===== src/rtl/seg_pkg.sv =====
// +------------------------------------------------------------------+
// | seg_pkg: shared FSM states, segment patterns and digit indices    |
// | Rev 1.0                                                           |
// +------------------------------------------------------------------+
`default_nettype none

package seg_pkg;

  localparam logic [1:0] ST_IDLE = 2'd0;
  localparam logic [1:0] ST_CONV = 2'd1;
  localparam logic [1:0] ST_LOAD = 2'd2;

  typedef enum logic [1:0] {
    IDLE = ST_IDLE,
    CONV = ST_CONV,
    LOAD = ST_LOAD
  } state_e;

  // Active-low patterns, bit 7 = dp, bits 6:0 = g..a
  localparam logic [7:0] SEG_D0    = 8'hC0;
  localparam logic [7:0] SEG_D1    = 8'hF9;
  localparam logic [7:0] SEG_D2    = 8'hA4;
  localparam logic [7:0] SEG_D3    = 8'hB0;
  localparam logic [7:0] SEG_D4    = 8'h99;
  localparam logic [7:0] SEG_D5    = 8'h92;
  localparam logic [7:0] SEG_D6    = 8'h82;
  localparam logic [7:0] SEG_D7    = 8'hF8;
  localparam logic [7:0] SEG_D8    = 8'h80;
  localparam logic [7:0] SEG_D9    = 8'h90;
  localparam logic [7:0] SEG_BLANK = 8'hFF;
  localparam logic [7:0] SEG_DASH  = 8'hBF;

  localparam logic [1:0] DIG_ONES = 2'd0;
  localparam logic [1:0] DIG_TENS = 2'd1;
  localparam logic [1:0] DIG_HUND = 2'd2;
  localparam logic [1:0] DIG_NONE = 2'd3;

  function automatic logic [7:0] seg_pattern(input logic [3:0] digit);
    case (digit)
      4'd0:    return SEG_D0;
      4'd1:    return SEG_D1;
      4'd2:    return SEG_D2;
      4'd3:    return SEG_D3;
      4'd4:    return SEG_D4;
      4'd5:    return SEG_D5;
      4'd6:    return SEG_D6;
      4'd7:    return SEG_D7;
      4'd8:    return SEG_D8;
      4'd9:    return SEG_D9;
      default: return SEG_BLANK;
    endcase
  endfunction

endpackage

`default_nettype wire


===== src/rtl/seg7_decode.sv =====
// +------------------------------------------------------------------+
// | seg7_decode: one digit plus blank/dash/dp controls to segments    |
// | Rev 1.0                                                           |
// +------------------------------------------------------------------+
`default_nettype none

module seg7_decode
  import seg_pkg::*;
(
  input  logic [3:0] digit,
  input  logic       blank,
  input  logic       dash,
  input  logic       dp,
  output logic [7:0] pattern
);

  always_comb begin
    if (dash) begin
      pattern = SEG_DASH;
    end else if (blank) begin
      pattern = SEG_BLANK;
    end else begin
      pattern = seg_pattern(digit);
    end
    if (dp) begin
      pattern[7] = 1'b0;
    end
  end

endmodule

`default_nettype wire


===== src/rtl/seg_scan_driver.sv =====
// +------------------------------------------------------------------+
// | seg_scan_driver: binary to BCD, atomic commit, 3-digit seg drive  |
// | Option: SEG_LZB_EN enables leading-zero blanking.   Rev 1.0      |
// +------------------------------------------------------------------+
`default_nettype none

module seg_scan_driver
  import seg_pkg::*;
#(
  parameter int VALUE_W  = 10,
  parameter int DP_DIGIT = 3
) (
  input  logic               clk,
  input  logic               rst_n,
  input  logic [VALUE_W-1:0] value,
  input  logic               value_valid,
  input  logic [2:0]         sel,
  output logic [7:0]         seg,
  output logic               busy,
  output logic               overflow
);

  localparam int                CNT_W    = $clog2(VALUE_W + 1);
  localparam logic [CNT_W-1:0]  CNT_INIT = CNT_W'(VALUE_W);

  state_e             r_state;
  logic [VALUE_W-1:0] r_bin;
  logic [11:0]        r_bcd;
  logic [CNT_W-1:0]   r_cnt;
  logic               r_conv_ovf;
  logic               r_pend_valid;
  logic [VALUE_W-1:0] r_pend_value;
  logic [3:0]         r_hund;
  logic [3:0]         r_tens;
  logic [3:0]         r_ones;
  logic               r_overflow;

  logic [11:0]        w_bcd_adj;
  logic               w_start;
  logic [VALUE_W-1:0] w_start_value;
  logic               w_sel_ok;
  logic [1:0]         w_idx;
  logic [3:0]         w_digit;
  logic               w_blank;
  logic               w_dp;
  logic [7:0]         w_pattern;

  function automatic logic over_range(input logic [VALUE_W-1:0] v);
    return 32'(v) > 32'd999;
  endfunction

  always_comb begin
    w_bcd_adj = r_bcd;
    for (int i = 0; i < 3; i++) begin
      if (r_bcd[4*i +: 4] >= 4'd5) begin
        w_bcd_adj[4*i +: 4] = r_bcd[4*i +: 4] + 4'd3;
      end
    end
  end

  // A strobe arriving in LOAD is newer than the pending slot, so it wins
  assign w_start       = (value_valid && (r_state == IDLE || r_state == LOAD)) ||
                         (r_pend_valid && r_state == LOAD);
  assign w_start_value = value_valid ? value : r_pend_value;

  always_ff @(posedge clk) begin
    if (!rst_n) begin
      r_state      <= IDLE;
      r_bin        <= '0;
      r_bcd        <= '0;
      r_cnt        <= '0;
      r_conv_ovf   <= 1'b0;
      r_pend_valid <= 1'b0;
      r_pend_value <= '0;
      r_hund       <= 4'd0;
      r_tens       <= 4'd0;
      r_ones       <= 4'd0;
      r_overflow   <= 1'b0;
    end else begin
      if (w_start) begin
        r_state    <= CONV;
        r_bin      <= w_start_value;
        r_bcd      <= '0;
        r_cnt      <= CNT_INIT;
        r_conv_ovf <= over_range(w_start_value);
      end
      case (r_state)
        CONV: begin
          {r_bcd, r_bin} <= {w_bcd_adj, r_bin} << 1;
          r_cnt          <= r_cnt - CNT_W'(1);
          if (r_cnt == CNT_W'(1)) begin
            r_state <= LOAD;
          end
          if (value_valid) begin
            r_pend_valid <= 1'b1;
            r_pend_value <= value;
          end
        end
        LOAD: begin
          r_hund       <= r_bcd[11:8];
          r_tens       <= r_bcd[7:4];
          r_ones       <= r_bcd[3:0];
          r_overflow   <= r_conv_ovf;
          r_pend_valid <= 1'b0;
          if (!w_start) begin
            r_state <= IDLE;
          end
        end
        default: ;
      endcase
    end
  end

  assign busy     = (r_state != IDLE);
  assign overflow = r_overflow;

  always_comb begin
    w_sel_ok = 1'b1;
    w_idx    = DIG_NONE;
    case (sel)
      3'b110:  w_idx    = DIG_ONES;
      3'b101:  w_idx    = DIG_TENS;
      3'b011:  w_idx    = DIG_HUND;
      default: w_sel_ok = 1'b0;
    endcase
    case (w_idx)
      DIG_ONES: w_digit = r_ones;
      DIG_TENS: w_digit = r_tens;
      default:  w_digit = r_hund;
    endcase
    w_dp = w_sel_ok && (w_idx == 2'(DP_DIGIT));
  end

`ifdef SEG_LZB_EN
  // DP_DIGIT = 3 means no decimal point, so no digit is protected from blanking
  localparam bit DP_LIT = (DP_DIGIT < 3);
  logic w_lead_zero;
  assign w_lead_zero = (w_idx == DIG_HUND && r_hund == 4'd0) ||
                       (w_idx == DIG_TENS && r_hund == 4'd0 && r_tens == 4'd0);
  assign w_blank     = w_lead_zero && !r_overflow &&
                       !(DP_LIT && (32'(w_idx) <= 32'(DP_DIGIT)));
`else
  assign w_blank = 1'b0;
`endif

  seg7_decode u_dec (
    .digit   (w_digit),
    .blank   (w_blank),
    .dash    (r_overflow),
    .dp      (w_dp),
    .pattern (w_pattern)
  );

  assign seg = w_sel_ok ? w_pattern : SEG_BLANK;

endmodule

`default_nettype wire

===== config.mk =====
export PLATFORM = sky130hd
export DESIGN_NAME = seg_scan_driver
export DESIGN_NICKNAME = d
export VERILOG_FILES = /design/src/rtl/seg_pkg.sv /design/src/rtl/seg7_decode.sv /design/src/rtl/seg_scan_driver.sv
export SDC_FILE = /design/constraint.sdc
export NUM_CORES = 1
export LEC_CHECK = 0
export ABC_AREA = 0
export BUFFER_PORTS_ARGS = -buffer_cell sky130_fd_sc_hd__buf_2
export CAP_MARGIN = 5
export CORE_MARGIN = 10
export CORE_UTILIZATION = 56
export DETAILED_ROUTE_END_ITERATION = 16
export GPL_ROUTABILITY_DRIVEN = 0
export PLACE_DENSITY = 0.76
export SKIP_CTS_REPAIR_TIMING = 1
export SLEW_MARGIN = 20
export SYNTH_ARGS = -nofsm -noshare
export SYNTH_HDL_FRONTEND = slang
export SYNTH_SLANG_ARGS = --single-unit

===== constraint.sdc =====
create_clock -name clk -period 1.95 [get_ports clk]
set_input_delay 0.0975 -clock clk [delete_from_list [all_inputs] [get_ports clk]]
set_output_delay 0.0975 -clock clk [all_outputs]
set_load 0.02 [all_outputs]

# After elaboration in Yosys (flattened, before gate mapping)
# Memory sizes are Yosys's and may differ from the RTL's.
# Cells that the tools add are included.
op_classes:
  n_eq_ne: 9
  addsub: 4
  order_cmp: 4
  n_reduce_logical: 13
  bitwise: 1
  muxes: 22
ops:
  columns: ["operator", "n"]
  rows:
  - ["$mux W10", 3]
  - ["$mux W12", 2]
  - ["$mux W4", 4]
  - ["$mux W8", 2]
  - ["$ge A4 B3 Y1 const B", 3]
  - ["$gt A10 B10 Y1 const B", 1]
  - ["$add A4 B2 Y4 const B", 2]
  - ["$pmux W4 S2", 1]
  - ["$eq A3 B3 Y1 const B", 2]
  - ["$mux W2", 3]
  - ["$pmux W2 S3", 1]
  - ["$reduce_bool A2 Y1", 3]
  - ["$eq A2 B1 Y1 const B", 2]
  - ["$eq A2 B2 Y1 const B", 2]
  - ["$eq A4 B1 Y1 const B", 1]
  - ["$logic_not A2 Y1", 2]
  - ["$pmux W2 S2", 1]
  - ["$sub A4 B1 Y4 const B", 1]
  - ["$add A3 B2 Y3 const B", 1]
  - ["$eq A3 B2 Y1 const B", 1]
  - ["$logic_and A1 B1 Y1", 3]
  - ["$mux W1", 3]
  - ["$mux W3", 1]
  - ["$reduce_or A3 Y1", 1]
  - ["other kinds (6)", 7]
totals:
  reg_bits: 53
  input_bits: 16
  n_memories: 1
  mem_bits_ro: 112
  wordCells: 66
memory_table:
  columns: ["memory", "depth", "word_bits", "read_ports", "rd_ports_with_merged_regs", "write_ports", "line", "rtl"]
  rows:
  - ["(name not given)", 16, 7, 1, 0, 0, "seg_pkg.sv:39", "case (digit)"]

# Longest topological paths before layout
# An unclocked memory read counts as a cell.
depth:
  ltp_word: 8
  depth_mapped: 10
  mapped_depth_nobuf: 7

# Hierarchy
# A second synthesis with hierarchy kept.
unflattened:
  hier_cells: 343
  hier_area_um2: 2999.1
by_module_without_submodules:
  columns: ["module", "cells_per_inst", "area_per_inst_um2", "instances"]
  rows:
  - ["seg_scan_driver", 312, 2763.9, 1]
  - ["seg7_decode", 31, 235.2, 1]

# Worst setup path before layout
# No wires, ideal clock.
synth_path:
  path_type: "input-to-output"
  start: "in sel[0]"
  end: "out seg[6]"
  arrival_ns: 1.648
  slack_ns: 0.205
  path_stages: 8
  t_required_ns: 1.852
  path_cell_list: "buf_4 nand2b_1 o22ai_1 a21oi_4 ha_1 or3_1 a31oi_1 o31ai_1"
synth_between:
  elab_chain_cells: 7
synth_rtl:
  columns: ["element", "line", "rtl"]
  rows:
  - ["from (decl)", "seg_scan_driver.sv:17", "input logic [2:0] sel,"]
  - ["$eq A3 B2 Y1 / $eq A3 B3 Y1 (equally long branches)", "seg_scan_driver.sv:120", "case (sel)"]
  - ["$pmux W2 S3", "seg_scan_driver.sv:120", null]
  - ["$eq A2 B1 Y1 / $logic_not A2 Y1 (equally long branches)", "seg_scan_driver.sv:126", "case (w_idx)"]
  - ["$pmux W4 S2", "seg_scan_driver.sv:126", null]
  - ["$mem_v2 Z16 W7", null, null]
  - ["$mux W8", "seg7_decode.sv:18", "if (dash) begin"]
  - ["$mux W8 *", "seg_scan_driver.sv:154", "assign seg = w_sel_ok ? w_pattern : SEG_BLANK;"]
  - ["to (decl)", "seg_scan_driver.sv:18", "output logic [7:0] seg,"]
# Every way passes the cells marked *; elsewhere a longest branch is shown, timed or not.

# Final worst setup path
layout_path:
  start: "reg r_hund[0]"
  end: "out seg[6]"
layout_between:
  elab_chain_cells: 4
layout_rtl:
  columns: ["element", "line", "rtl"]
  rows:
  - ["from (decl)", "seg_scan_driver.sv:33", "logic [3:0] r_hund;"]
  - ["from (signal assigned)", "seg_scan_driver.sv:100", "r_hund <= r_bcd[11:8];"]
  - ["$pmux W4 S2", "seg_scan_driver.sv:126", null]
  - ["$mem_v2 Z16 W7", null, null]
  - ["$mux W8", "seg7_decode.sv:18", null]
  - ["$mux W8", "seg_scan_driver.sv:154", null]
# Every way passes these cells.

==> qor.txt <==
Status: finished clean
Clk_skew: 0.01110 ns
Syn. warnings: 0
Max-slew violations: 0
Antenna fix cells: 0
Netlist cell types: 52
CTS Buf Count: 5
Placed insts: 431
NetSw: 668.5 uW
Top Ports: 26
WL per Instance: 13.50 um
Cell type with the largest total area after synthesis: dfxtp_1
Largest net degree at the start of global routing: 30
Vias after detailed routing: 2368
Share of power burned in registers: 50.6%
First-pass GRT wire length: 10050 um
P_int: 1.641 mW
CTS max path bufs: 2
Synthesized Nets: 377
Share of layout cells above drive strength 1: 17.57%
Port Buffer Count: 24
PD cells: 685.8 nW/um^2
Crit path launch type: flip-flop
Grt total ovfl: 0
Die Footprint: 8731 um^2
Crit path DAT: 1.85 ns
Register area: 1065 um^2
Crit path capture type: output pin
Worst-path maximum fanout: 3
Clock Pin Slew Worst Setup and Hold Paths: 0.09 ns
Critical path class: flip-flop to output pin
Initial DRC count: 79
Vias per cell: 5.382
Leading post-synthesis cells by cell area: dfxtp_1, mux2i_1, nand2_1, a21boi_0, ha_1
Final std cells w/o fill: 440
Post-DP Area: 3186 um^2
Max-Cap Viols: 0
# rows: 26
Synthesis-to-finish area growth: 11.52%
CTS root buffer: clkbuf_8
DRT Pass-1 Iters: 4
Area of the multi-input gates: 1842 um^2
Post-Route Utilization: 65.12%
Net Sw Frac: 28.94%
Syn Std Cell Area: 3020 um^2
Clk_lat worst skew: 0.31 ns
Die width: 93.44 um
Initial antenna violation count: 0
EDFF count, synth: 0
Post-DP HPWL: 4208 um
Post-synth top cells: dfxtp_1, nand2_1, mux2i_1
Ys flop type: dfxtp_1
H-Tree Level Count: 2
CTS tree: done
Final Hold Viols: 0
Critical path required time: 1.85 ns
FF+latch count, synth: 53
Setup_tns: 0 ns
Maximum vdd drop: 0.0003895 V
RSZ-0062 raised after global routing: true
Post-route ant nets: 0
Residual DRC: 0
Nets@finish: 397
Power Total: 2.310 mW
Async SR Flop Fraction: 0%
Seq/Total Area, Yosys: 35.13%
Clk sinks: 53
Final Cell Area: 3368 um^2
Initial Utilization: 58.39%
Die Ht: 93.44 um
Clock Power Share: 27.7%
Final min period: 1.948 ns
Gate power share: 21.7%
Part of the cycle the worst path needs: 99.90%
Mapped Cells: 349
Fill cell count: 427
Leak Pwr: 1.244 nW
Area share of the largest cell type after synthesis: 35.13%
All-Layer GR Usage: 13.73%
Vias in the first global route: 2227
Core ar.: 5172 um^2
Most frequent cell after synthesis: dfxtp_1
Achievable Freq: 513.3 MHz
Setup-failing EPs final: 0
Hold Path Class: input port to flip-flop
Avg Cell Area, Syn: 8.654 um^2
Total Wirelength: 5942 um
stage by stage:
| step | worst slack [ns] | hold slack (ns) |
|---|---|---|
| CTS | -0.1649 | 0.03513 |
| floorplan | 0.2050 | 0.2424 |
| finish | 0.001987 | 0.04301 |
| detailed placement | 0.08922 | 0.3655 |
| global route | -0.07710 | 0.04847 |
| global placement | 0.1035 | 0.3569 |
flip-flops by register name, summed over array words and instances, names as in the netlist:
signal        flops
r_bcd            12
r_bin            10
r_pend_value     10
r_cnt             4
r_hund            4
r_ones            4
r_tens            4
r_state           2
overflow          1
r_conv_ovf        1
r_pend_valid      1
metal layers:
metal / global-route usage [%] / share of wire (%) / up-vias
li1: - / - / 1245
met1: 17.37 / 48 / 1096
met2: 22.62 / 48 / 21
met3: 3.757 / 3.1 / 6
met4: 3.085 / 1.0 / 0
met5: 0 / 0 / -
worst paths after layout:
path | startpoint | to | slack [ns] | depth (start not counted)
hold reg to reg | r_pend_value[1]$_SDFFE_PN0P_ | r_pend_value[1]$_SDFFE_PN0P_ | 0.46 | 2
setup reg to reg | r_state[0]$_SDFF_PN0_ | r_bin[1]$_SDFFE_PN0P_ | 0.31 | 8
setup / recovery | r_hund[0]$_SDFFE_PN0P_ | seg[6] | 0.002 | 7
hold / removal | value[0] | r_pend_value[0]$_SDFFE_PN0P_ | 0.04 | 3
logic make-up (layout without fill, tap and decap cells):
kind of cell	count (synthesis)	after routing	share of synthesized area (%)
other	1	1	0.1242
XOR/XNOR	8	8	2.320
adder cells (fa/ha/maj)	12	12	4.971
flip-flops	53	53	35.13
buffers and inverters	38	59	6.296
multiplexers	25	25	8.326
AND/OR/NAND/NOR	117	117	19.10
AO/OA/AOI/OAI	95	95	23.74
cell usage in the layout (no fill, tap or decap), types with 5 or more instances in the layout:
cell	instances
mux2i_1	24
nand3b_1	7
clkbuf_8	6
nor2b_1	16
nand2_1	45
and2_1	6
buf_2	23
a21o_1	5
a21boi_0	22
nor2_1	20
nor3_1	6
a21oi_1	10
o21ai_0	11
a211o_1	8
nand2b_1	5
xnor2_1	6
ha_1	11
buf_4	11
dfxtp_1	52
inv_1	16
power by group through the flow:
stage / Sequential, mW / Combinational, mW / Clock (mW)
after floorplan: 1.19 / 0.378 / 0
after global placement: 1.19 / 0.473 / 0
after detailed placement: 1.19 / 0.482 / 0
after CTS: 1.17 / 0.484 / 0.666
after global routing: 1.18 / 0.563 / 0.708
final: 1.17 / 0.502 / 0.640
layout make-up:
cell class / instances / share of cell area, %
flip-flops and latches: 53 / 31.61
clock buffers: 6 / 2.452
well taps: 70 / 2.600
clock inverters: 2 / 0.4086
repair buffers: 35 / 6.464
inverters: 16 / 1.783
multi-input cells: 258 / 54.68
worst max-delay path: stages (launching register included):
cell and delay (ns):
dfxtp_1 0.36, o22ai_2 0.18, a21oi_2 0.08, ha_2 0.16, or3_4 0.34, a31oi_4 0.16, o31ai_2 0.10, buf_4 0.16
(Power assumes the default switching activity.)
